==> src/rtl/guess_pkg.sv <==
// Shared sizes and types for the guessing-game input front-end.
package guess_pkg;

  localparam int NDIG                    = 4;
  localparam int DIGIT_W                 = 4;
  localparam int KEY_W                   = NDIG * DIGIT_W;
  localparam int DEBOUNCE_CYCLES_DEFAULT = 250000;
  localparam int DB_W_DEFAULT            = 18;

  typedef logic [1:0] digit_idx_t;

endpackage

==> src/rtl/btn_debounce.sv <==
// Two-flop synchroniser plus counter debouncer for one raw input.
// rise/fall are registered one-cycle pulses on edges of the debounced level.
module btn_debounce #(
  parameter int CYCLES = 4,
  parameter int CNT_W  = 18
) (
  input  logic clk,
  input  logic rst_n,
  input  logic raw,
  output logic rise,
  output logic fall
);

  logic             sync1_reg;
  logic             sync2_reg;
  logic [CNT_W-1:0] cnt_reg;
  logic [CNT_W-1:0] cnt_next;
  logic             stable_reg;
  logic             stable_next;
  logic             prev_reg;
  logic             rise_reg;
  logic             fall_reg;

  // The counter only runs while the synchronised input disagrees with the
  // accepted level; any agreeing sample restarts the qualification window.
  always_comb begin
    cnt_next    = '0;
    stable_next = stable_reg;
    if (sync2_reg != stable_reg) begin
      if (cnt_reg == CNT_W'(CYCLES - 1)) begin
        stable_next = ~stable_reg;
      end else begin
        cnt_next = cnt_reg + CNT_W'(1);
      end
    end
  end

  always_ff @(posedge clk or negedge rst_n) begin
    if (!rst_n) begin
      sync1_reg  <= 1'b0;
      sync2_reg  <= 1'b0;
      cnt_reg    <= '0;
      stable_reg <= 1'b0;
      prev_reg   <= 1'b0;
      rise_reg   <= 1'b0;
      fall_reg   <= 1'b0;
    end else begin
      sync1_reg  <= raw;
      sync2_reg  <= sync1_reg;
      cnt_reg    <= cnt_next;
      stable_reg <= stable_next;
      prev_reg   <= stable_reg;
      rise_reg   <= stable_reg & ~prev_reg;
      fall_reg   <= ~stable_reg & prev_reg;
    end
  end

  assign rise = rise_reg;
  assign fall = fall_reg;

endmodule

==> src/rtl/guess_entry_capture.sv <==
// Debounced digit entry and commit front-end for the guessing game.
// Optional: define GUESS_COMMIT_COUNT_EN to add the saturating commit_count output.
module guess_entry_capture
  import guess_pkg::*;
#(
  parameter int DEBOUNCE_CYCLES = DEBOUNCE_CYCLES_DEFAULT,
  parameter int DB_W            = DB_W_DEFAULT
) (
  input  logic               clk,
  input  logic               rst_n,
  input  logic [NDIG-1:0]    btn,
  input  logic [DIGIT_W-1:0] sw,
  input  logic               set_no,
  input  logic               clear,
  output logic [KEY_W-1:0]   digits,
  output logic [NDIG-1:0]    digit_mask,
  output logic               digit_stb,
  output logic [1:0]         digit_idx,
  output logic               commit_stb,
  output logic [KEY_W-1:0]   commit_value,
  output logic               reject_stb
`ifdef GUESS_COMMIT_COUNT_EN
  ,
  output logic [7:0]         commit_count
`endif
);

  logic [NDIG:0]        raw_vec;
  logic [NDIG:0]        rise_vec;
  logic [NDIG:0]        fall_vec;
  logic [DIGIT_W-1:0]   sw_meta_reg;
  logic [DIGIT_W-1:0]   sw_sync_reg;
  logic [NDIG-1:0]      press_vec;
  logic                 press_one;
  logic                 commit_req;
  digit_idx_t           press_idx;
  logic                 unused_edges;

  logic [KEY_W-1:0]     digits_reg, digits_next;
  logic [NDIG-1:0]      mask_reg, mask_next;
  digit_idx_t           idx_reg, idx_next;
  logic                 dstb_reg, dstb_next;
  logic                 cstb_reg, cstb_next;
  logic                 rstb_reg, rstb_next;
  logic [KEY_W-1:0]     cval_reg, cval_next;
`ifdef GUESS_COMMIT_COUNT_EN
  logic [7:0]           count_reg, count_next;
`endif

  // Top bit carries set_no; the rest are the digit buttons.
  assign raw_vec = {set_no, btn};

  generate
    for (genvar gi = 0; gi < NDIG + 1; gi++) begin : g_db
      btn_debounce #(
        .CYCLES (DEBOUNCE_CYCLES),
        .CNT_W  (DB_W)
      ) u_db (
        .clk   (clk),
        .rst_n (rst_n),
        .raw   (raw_vec[gi]),
        .rise  (rise_vec[gi]),
        .fall  (fall_vec[gi])
      );
    end
  endgenerate

  assign press_vec    = rise_vec[NDIG-1:0];
  assign commit_req   = fall_vec[NDIG];
  assign press_one    = $onehot(press_vec);
  // Button releases and set_no rising are deliberately ignored.
  assign unused_edges = ^{rise_vec[NDIG], fall_vec[NDIG-1:0]};

  always_comb begin
    press_idx = '0;
    for (int i = 0; i < NDIG; i++) begin
      if (press_vec[i]) press_idx = digit_idx_t'(i);
    end
  end

  // Commit is judged on the old digits/mask before any same-cycle press lands.
  always_comb begin
    digits_next = digits_reg;
    mask_next   = mask_reg;
    idx_next    = idx_reg;
    cval_next   = cval_reg;
    dstb_next   = 1'b0;
    cstb_next   = 1'b0;
    rstb_next   = 1'b0;
`ifdef GUESS_COMMIT_COUNT_EN
    count_next  = count_reg;
`endif
    if (clear) begin
      digits_next = '0;
      mask_next   = '0;
`ifdef GUESS_COMMIT_COUNT_EN
      count_next  = '0;
`endif
    end else begin
      if (commit_req) begin
        if (mask_reg == '1) begin
          cstb_next = 1'b1;
          cval_next = digits_reg;
          mask_next = '0;
`ifdef GUESS_COMMIT_COUNT_EN
          if (count_reg != 8'hFF) count_next = count_reg + 8'd1;
`endif
        end else begin
          rstb_next = 1'b1;
        end
      end
      if (press_one) begin
        digits_next[DIGIT_W*press_idx +: DIGIT_W] = sw_sync_reg;
        mask_next[press_idx] = 1'b1;
        dstb_next            = 1'b1;
        idx_next             = press_idx;
      end
    end
  end

  always_ff @(posedge clk or negedge rst_n) begin
    if (!rst_n) begin
      sw_meta_reg <= '0;
      sw_sync_reg <= '0;
      digits_reg  <= '0;
      mask_reg    <= '0;
      idx_reg     <= '0;
      dstb_reg    <= 1'b0;
      cstb_reg    <= 1'b0;
      rstb_reg    <= 1'b0;
      cval_reg    <= '0;
`ifdef GUESS_COMMIT_COUNT_EN
      count_reg   <= '0;
`endif
    end else begin
      sw_meta_reg <= sw;
      sw_sync_reg <= sw_meta_reg;
      digits_reg  <= digits_next;
      mask_reg    <= mask_next;
      idx_reg     <= idx_next;
      dstb_reg    <= dstb_next;
      cstb_reg    <= cstb_next;
      rstb_reg    <= rstb_next;
      cval_reg    <= cval_next;
`ifdef GUESS_COMMIT_COUNT_EN
      count_reg   <= count_next;
`endif
    end
  end

  assign digits       = digits_reg;
  assign digit_mask   = mask_reg;
  assign digit_idx    = idx_reg;
  assign digit_stb    = dstb_reg;
  assign commit_stb   = cstb_reg;
  assign commit_value = cval_reg;
  assign reject_stb   = rstb_reg;
`ifdef GUESS_COMMIT_COUNT_EN
  assign commit_count = count_reg;
`endif

endmodule

==> config.mk <==
export PLATFORM = sky130hd
export DESIGN_NAME = guess_entry_capture
export DESIGN_NICKNAME = d
export VERILOG_FILES = /design/src/rtl/guess_pkg.sv /design/src/rtl/btn_debounce.sv /design/src/rtl/guess_entry_capture.sv
export SDC_FILE = /design/constraint.sdc
export NUM_CORES = 1
export LEC_CHECK = 0
export ABC_CLOCK_PERIOD_IN_PS = 6400
export BUFFER_PORTS_ARGS = -buffer_cell sky130_fd_sc_hd__buf_2
export CORE_MARGIN = 3
export CORE_UTILIZATION = 29
export DETAILED_ROUTE_END_ITERATION = 6
export PLACE_DENSITY = 0.53
export REMOVE_ABC_BUFFERS = 1
export SLEW_MARGIN = 20
export SYNTH_ARGS = -nofsm -noshare
export SYNTH_HDL_FRONTEND = slang
export SYNTH_SLANG_ARGS = --single-unit
==> constraint.sdc <==
create_clock -name clk -period 6.4 [get_ports clk]
set_input_delay 1.28 -clock clk [delete_from_list [all_inputs] [get_ports clk]]
set_output_delay 1.28 -clock clk [all_outputs]
set_load 0.02 [all_outputs]
## After elaboration in Yosys (flattened, before gate mapping)

Cells that the tools add are included.

- Order comparisons: 2
- Add/subtract/negate cells: 9
- Eq/ne operators: 12
- Shift-type cells: 2
- Bitwise gates (word level): 16
- Multiplexer cells: 31
- Reduce and logical (&&, ||, !) cells: 9

Operator list:

| kind | count |
|---|---|
| $mux W18 | 10 |
| $add A18 B1 Y18 const B | 5 |
| $eq A18 B18 Y1 const B | 5 |
| $neg A4 Y34 | 1 |
| $shift A4 B34 Y16 const A | 1 |
| $shiftx A4 B34 Y16 | 1 |
| $mux W16 | 2 |
| $mux W4 | 5 |
| $bwmux W16 | 1 |
| $reduce_and A2 Y1 | 6 |
| $mux W1 | 10 |
| $not A1 Y1 | 10 |
| $and A1 B1 Y1 | 5 |
| $ne A1 B1 Y1 | 5 |
| $add A1 B1 Y2 | 2 |
| $eq A4 B4 Y1 const B | 1 |
| $mux W2 | 2 |
| $or A4 B4 Y4 | 1 |
| $add A2 B2 Y3 | 1 |
| $eq A3 B1 Y1 const B | 1 |
| $lt A2 B3 Y1 const B | 1 |
| $reduce_and A3 Y1 | 1 |
| $demux W1 S2 | 1 |
| $ge A2 B1 Y1 const B | 1 |
| other kinds (2) | 2 |

- Logic and storage cells: 120
- Bits in registers: 164
- Output and inout bits: 41
- Input port bits: 12

## Depth between registers and ports, before layout

- Word-level depth: 10
- Gate-level depth with buffers: 9
- Mapped depth without buffers: 9

## Modules after synthesis

From an unflattened synthesis, not the netlist that was laid out.

- Cells, all modules: 654
- Area total of the unflattened synthesis: 7536.0 um2

By module, submodules not included:

| module | area each (um2) | seq. area each (um2) | cells each | times used |
|---|---|---|---|---|
| btn_debounce | 1117.3 | 600.6 | 104 | 5 |
| guess_entry_capture | 1949.4 | 1226.2 | 134 | 1 |

## Least setup slack after synthesis

Ideal clock, no wire load.

- Kind: input to register
- From: input clear
- To: register cval_reg[0] (netlist: commit_value[0])
- Buffers on the path: 3
- Data required time: 6275 ps
- Data arrival time: 2498 ps
- Stages: 5
- Slack: 3777 ps
- Library setup time: 125 ps
- Path through: clkbuf_1 -> and3b_1 -> clkbuf_1 -> buf_2 -> mux2_2

- Cells in the longest elaborated chain, start to end: 2

RTL lines:

| what | RTL line | source |
|---|---|---|
| start: declaration | guess_entry_capture.sv:14 | `input logic clear,` |
| $not A1 Y1 (no line) | n/a |  |
| $reduce_and A3 Y1 (no line) | n/a |  |
| end signal: assignment | guess_entry_capture.sv:144 | `cval_reg <= cval_next;` |
| end: declaration | guess_entry_capture.sv:45 | `logic [KEY_W-1:0] cval_reg, cval_next;` |

No other way between the ends.
A chain may end at the register's enable or synchronous reset.

## Final worst setup path

- From: register g_db[0].u_db.rise_reg
- To: register digits_reg[14] (netlist: digits[14])

- Cells in the longest elaborated chain, start to end: 4

RTL lines:

| what | RTL line | source |
|---|---|---|
| start: declaration | btn_debounce.sv:21 | `logic rise_reg;` |
| start signal: assignment | btn_debounce.sv:53 | `rise_reg <= stable_reg & ~prev_reg;` |
| $add A1 B1 Y2 (not written as such) | guess_entry_capture.sv:70 | `assign press_one = $onehot(press_vec);` |
| $add A2 B2 Y3 (not written as such) | guess_entry_capture.sv:70 |  |
| $eq A3 B1 Y1 | guess_entry_capture.sv:70 |  |
| $reduce_bool A2 Y1 (no line) | n/a |  |
| end signal: assignment | guess_entry_capture.sv:138 | `digits_reg <= digits_next;` |
| end: declaration | guess_entry_capture.sv:39 | `logic [KEY_W-1:0] digits_reg, digits_next;` |

No other way between the ends.

==> results.py <==
metrics = {
    "status": {
        "outcome": "completed",
    },
    "route": {
        "first_iter_violations": 245,
        "wl_per_cell_um": 13.6,
        "dr.pass1.iters": 4,
        "vias_per_cell": 4.69,
        "ant_nets": 0,
        "vias": 4802,
        "route.detailed.drc": 0,
        "wirelength_mm": 13.9,
    },
    "sta": {
        "drv_slew": 0,
        "rsz0062_at_grt": "false",
        "slew_headroom": 0.322,
        "setup_viol": 0,
        "finalCritPeriodShare": 0.478,
        "fin_setup_tns_ns": 0,
        "period_needed_ns": 3.06,
        "max_freq_mhz": 327,
        "fin_skew_ns": 0.00594,
        "hold_viol": 0,
        "tightest_slew_ns": 1.01,
    },
    "clock_tree": {
        "cts_tree": "yes",
        "hold_buffers": 0,
        "cts_root_buf": "clkbuf_16",
        "clk_path_buf_depth": 2,
        "cts_setup_buffers": 0,
        "cts_buffers": 17,
        "clkSinkCount": 164,
        "clock_latency_ns": 0.42,
        "cts.repair.resized": 0,
        "htree_levels": 4,
        "clkTransAtPathRegs_ns": 0.06,
    },
    "floorplanning": {
        "dieWidth_um": 163,
        "ios": 53,
        "die-area_um2": 26600,
        "coreArea_um2": 23900,
        "start_util": 0.300,
        "rows": 56,
        "die_h_um": 163,
    },
    "setup_path": {
        "crit_family": "simple AND/OR/NAND/NOR gates",
        "r2r_end": "digits[14]$_DFFE_PN0P_",
        "crit_start": "g_db[0].u_db.rise$_DFF_PN0_",
        "r2r_start": "g_db[0].u_db.rise$_DFF_PN0_",
        "crit_type": "reg2reg",
        "critPathRequiredTime_ns": 6.76,
        "crit_path_end_kind": "flip-flop",
        "cp.depth": 9,
        "cp.buffers_inverters": 2,
        "critPathCapture": "digits[14]$_DFFE_PN0P_",
        "worst_ep_arrival_time_ns": 3.41,
        "start_kind": "flip-flop",
        "cp_slowest_cell": "nor4b_2",
        "crit_chain": "inv_1 -> fa_1 -> inv_1 -> ha_1 -> ha_1 -> nor4b_2 -> nand2b_1 -> nor4b_2 -> a22o_1",
        "worstPathMaxFanout": 12,
        "cp_slowest_stage_delay_ns": 0.84,
        "reg2reg_slack_ns": 3.34,
        "reg2regPathDepth": 9,
    },
    "power_and_ir_drop": {
        "leakagePower_nw": 3.78,
        "power_density_nw_per_um2": 263,
        "ir_drop_uv": 170,
    },
    "placed_design": {
        "dp.final_hpwl_mm": 9.64,
        "place_congestion": 0.778,
        "place_area_um2": 7800,
        "port_buffers": 52,
    },
    "synthesis": {
        "synth_top_area_frac": 0.573,
        "synth_ff_type": "dfrtp_1",
        "synth_edf_count": 0,
        "synth_area_leaders": "dfrtp_1, xnor2_1, nor2_1",
        "synthesis.area_um2": 7160,
        "syn_area_per_cell_um2": 11.4,
        "ys_warn_count": 0,
        "synthArstFlopShare": 1.00,
        "synth_cells": 629,
        "synth_seq_cells": 164,
        "synth_top_area_cell": "dfrtp_1",
        "synth.yosys.seq_area_share": 0.573,
        "ys_types": 47,
    },
    "global_route": {
        "antenna_found_initial": 0,
        "grt_pass1_vias": 4658,
        "track_usage": 0.110,
        "grt_max_degree": 64,
        "grt_pass1_wl_mm": 23.7,
        "overflow": 0,
    },
    "hold_path": {
        "min_path_type": "reg2reg",
    },
    "layout": {
        "layout.nets": 718,
        "fillers": 2392,
        "area_delta_synth_final_pct": 18.0,
        "drive_above_1_share": 0.173,
        "n_antenna_cell": 0,
        "final_common_cell": "dfrtp_1",
        "multi_input_area_um2": 2910,
        "design_area_um2": 8450,
        "most-common-layout-cells": "dfrtp_1, nor2_1, buf_2, xnor2_1, nand3_1",
        "seqCellArea_um2": 4100,
        "largest_reg_flops": 90,
    },
    "flow_run": {
        "maxCapViolations": 0,
    },
}
==> where the power goes <==
part / switching (mW) / leakage, nW / internal [mW]
Sequential: 0.0126 / 2.24 / 1.05
Combinational: 0.0404 / 1.23 / 0.0147
Clock: 0.422 / 0.311 / 0.680
==> final cells by class <==
| class | instances | share of cell area |
|---|---|---|
| Inverter | 23 | 0.0102 |
| Multi-Input combinational cell | 429 | 0.344 |
| Tap cell | 319 | 0.0472 |
| Clock inverter | 13 | 0.0228 |
| Timing Repair Buffer | 57 | 0.0360 |
| Sequential cell | 164 | 0.486 |
| Clock buffer | 19 | 0.0536 |
==> worst min-delay path by stage <==
stage / start / end / slack, ns / depth (start not counted)
floorplan: g_db[0].u_db.sync1_reg$_DFF_PN0_ / g_db[0].u_db.sync2_reg$_DFF_PN0_ / 0.33 / 0
detailed placement: g_db[2].u_db.sync1_reg$_DFF_PN0_ / g_db[2].u_db.sync2_reg$_DFF_PN0_ / 0.34 / 0
global route: g_db[4].u_db.sync1_reg$_DFF_PN0_ / g_db[4].u_db.sync2_reg$_DFF_PN0_ / 0.36 / 0
global placement: sw_meta_reg[1]$_DFF_PN0_ / sw_sync_reg[1]$_DFF_PN0_ / 0.33 / 0
CTS: g_db[2].u_db.sync1_reg$_DFF_PN0_ / g_db[2].u_db.sync2_reg$_DFF_PN0_ / 0.35 / 0
finish: g_db[4].u_db.sync1_reg$_DFF_PN0_ / g_db[4].u_db.sync2_reg$_DFF_PN0_ / 0.35 / 0
==> cells in the mapped netlist, drive strengths merged, types with 14 or more instances <==
cell / n
inv: 23
nand4: 31
a21oi: 15
dfrtp: 164
xor2: 28
a22o: 20
mux2: 21
nor3: 14
nor2: 95
nor4: 26
xnor2: 47
nand2: 22
nand3: 31
==> logic make-up after synthesis <==
| family | after synthesis | synth area share |
|---|---|---|
| adder cells (fa/ha/maj) | 14 | 0.0255 |
| XOR/XNOR | 75 | 0.0917 |
| AND/OR/NAND/NOR | 266 | 0.195 |
| AO/OA/AOI/OAI | 52 | 0.0587 |
| multiplexers | 22 | 0.0344 |
| buffers and inverters | 36 | 0.0215 |
| flip-flops | 164 | 0.573 |
==> per-stage QoR <==
step           power (mW)  utilization  worst slack, ns  hold slack [ns]  std cells
5_1_grt              2.31        0.354             3.06            0.357       1024
6_report             2.22        0.354             3.34            0.348       1024
2_1_floorplan        1.10            -             3.30            0.331        616
3_3_place_gp         1.14        0.327             3.39            0.333        992
3_5_place_dp         1.14        0.327             3.27            0.336        992
4_1_cts              2.26        0.354             3.27            0.351       1024
==> routing by layer <==
layer	GRT usage	wire, µm	part of all wire	up-vias
li1	-	-	-	2365
met1	0.155	7050	0.51	2325
met3	0.0259	589	0.042	18
met5	0	0	0	-
met2	0.162	5990	0.43	94
met4	0.0481	281	0.020	0
No activity file was read; power rests on OpenSTA's default activity.
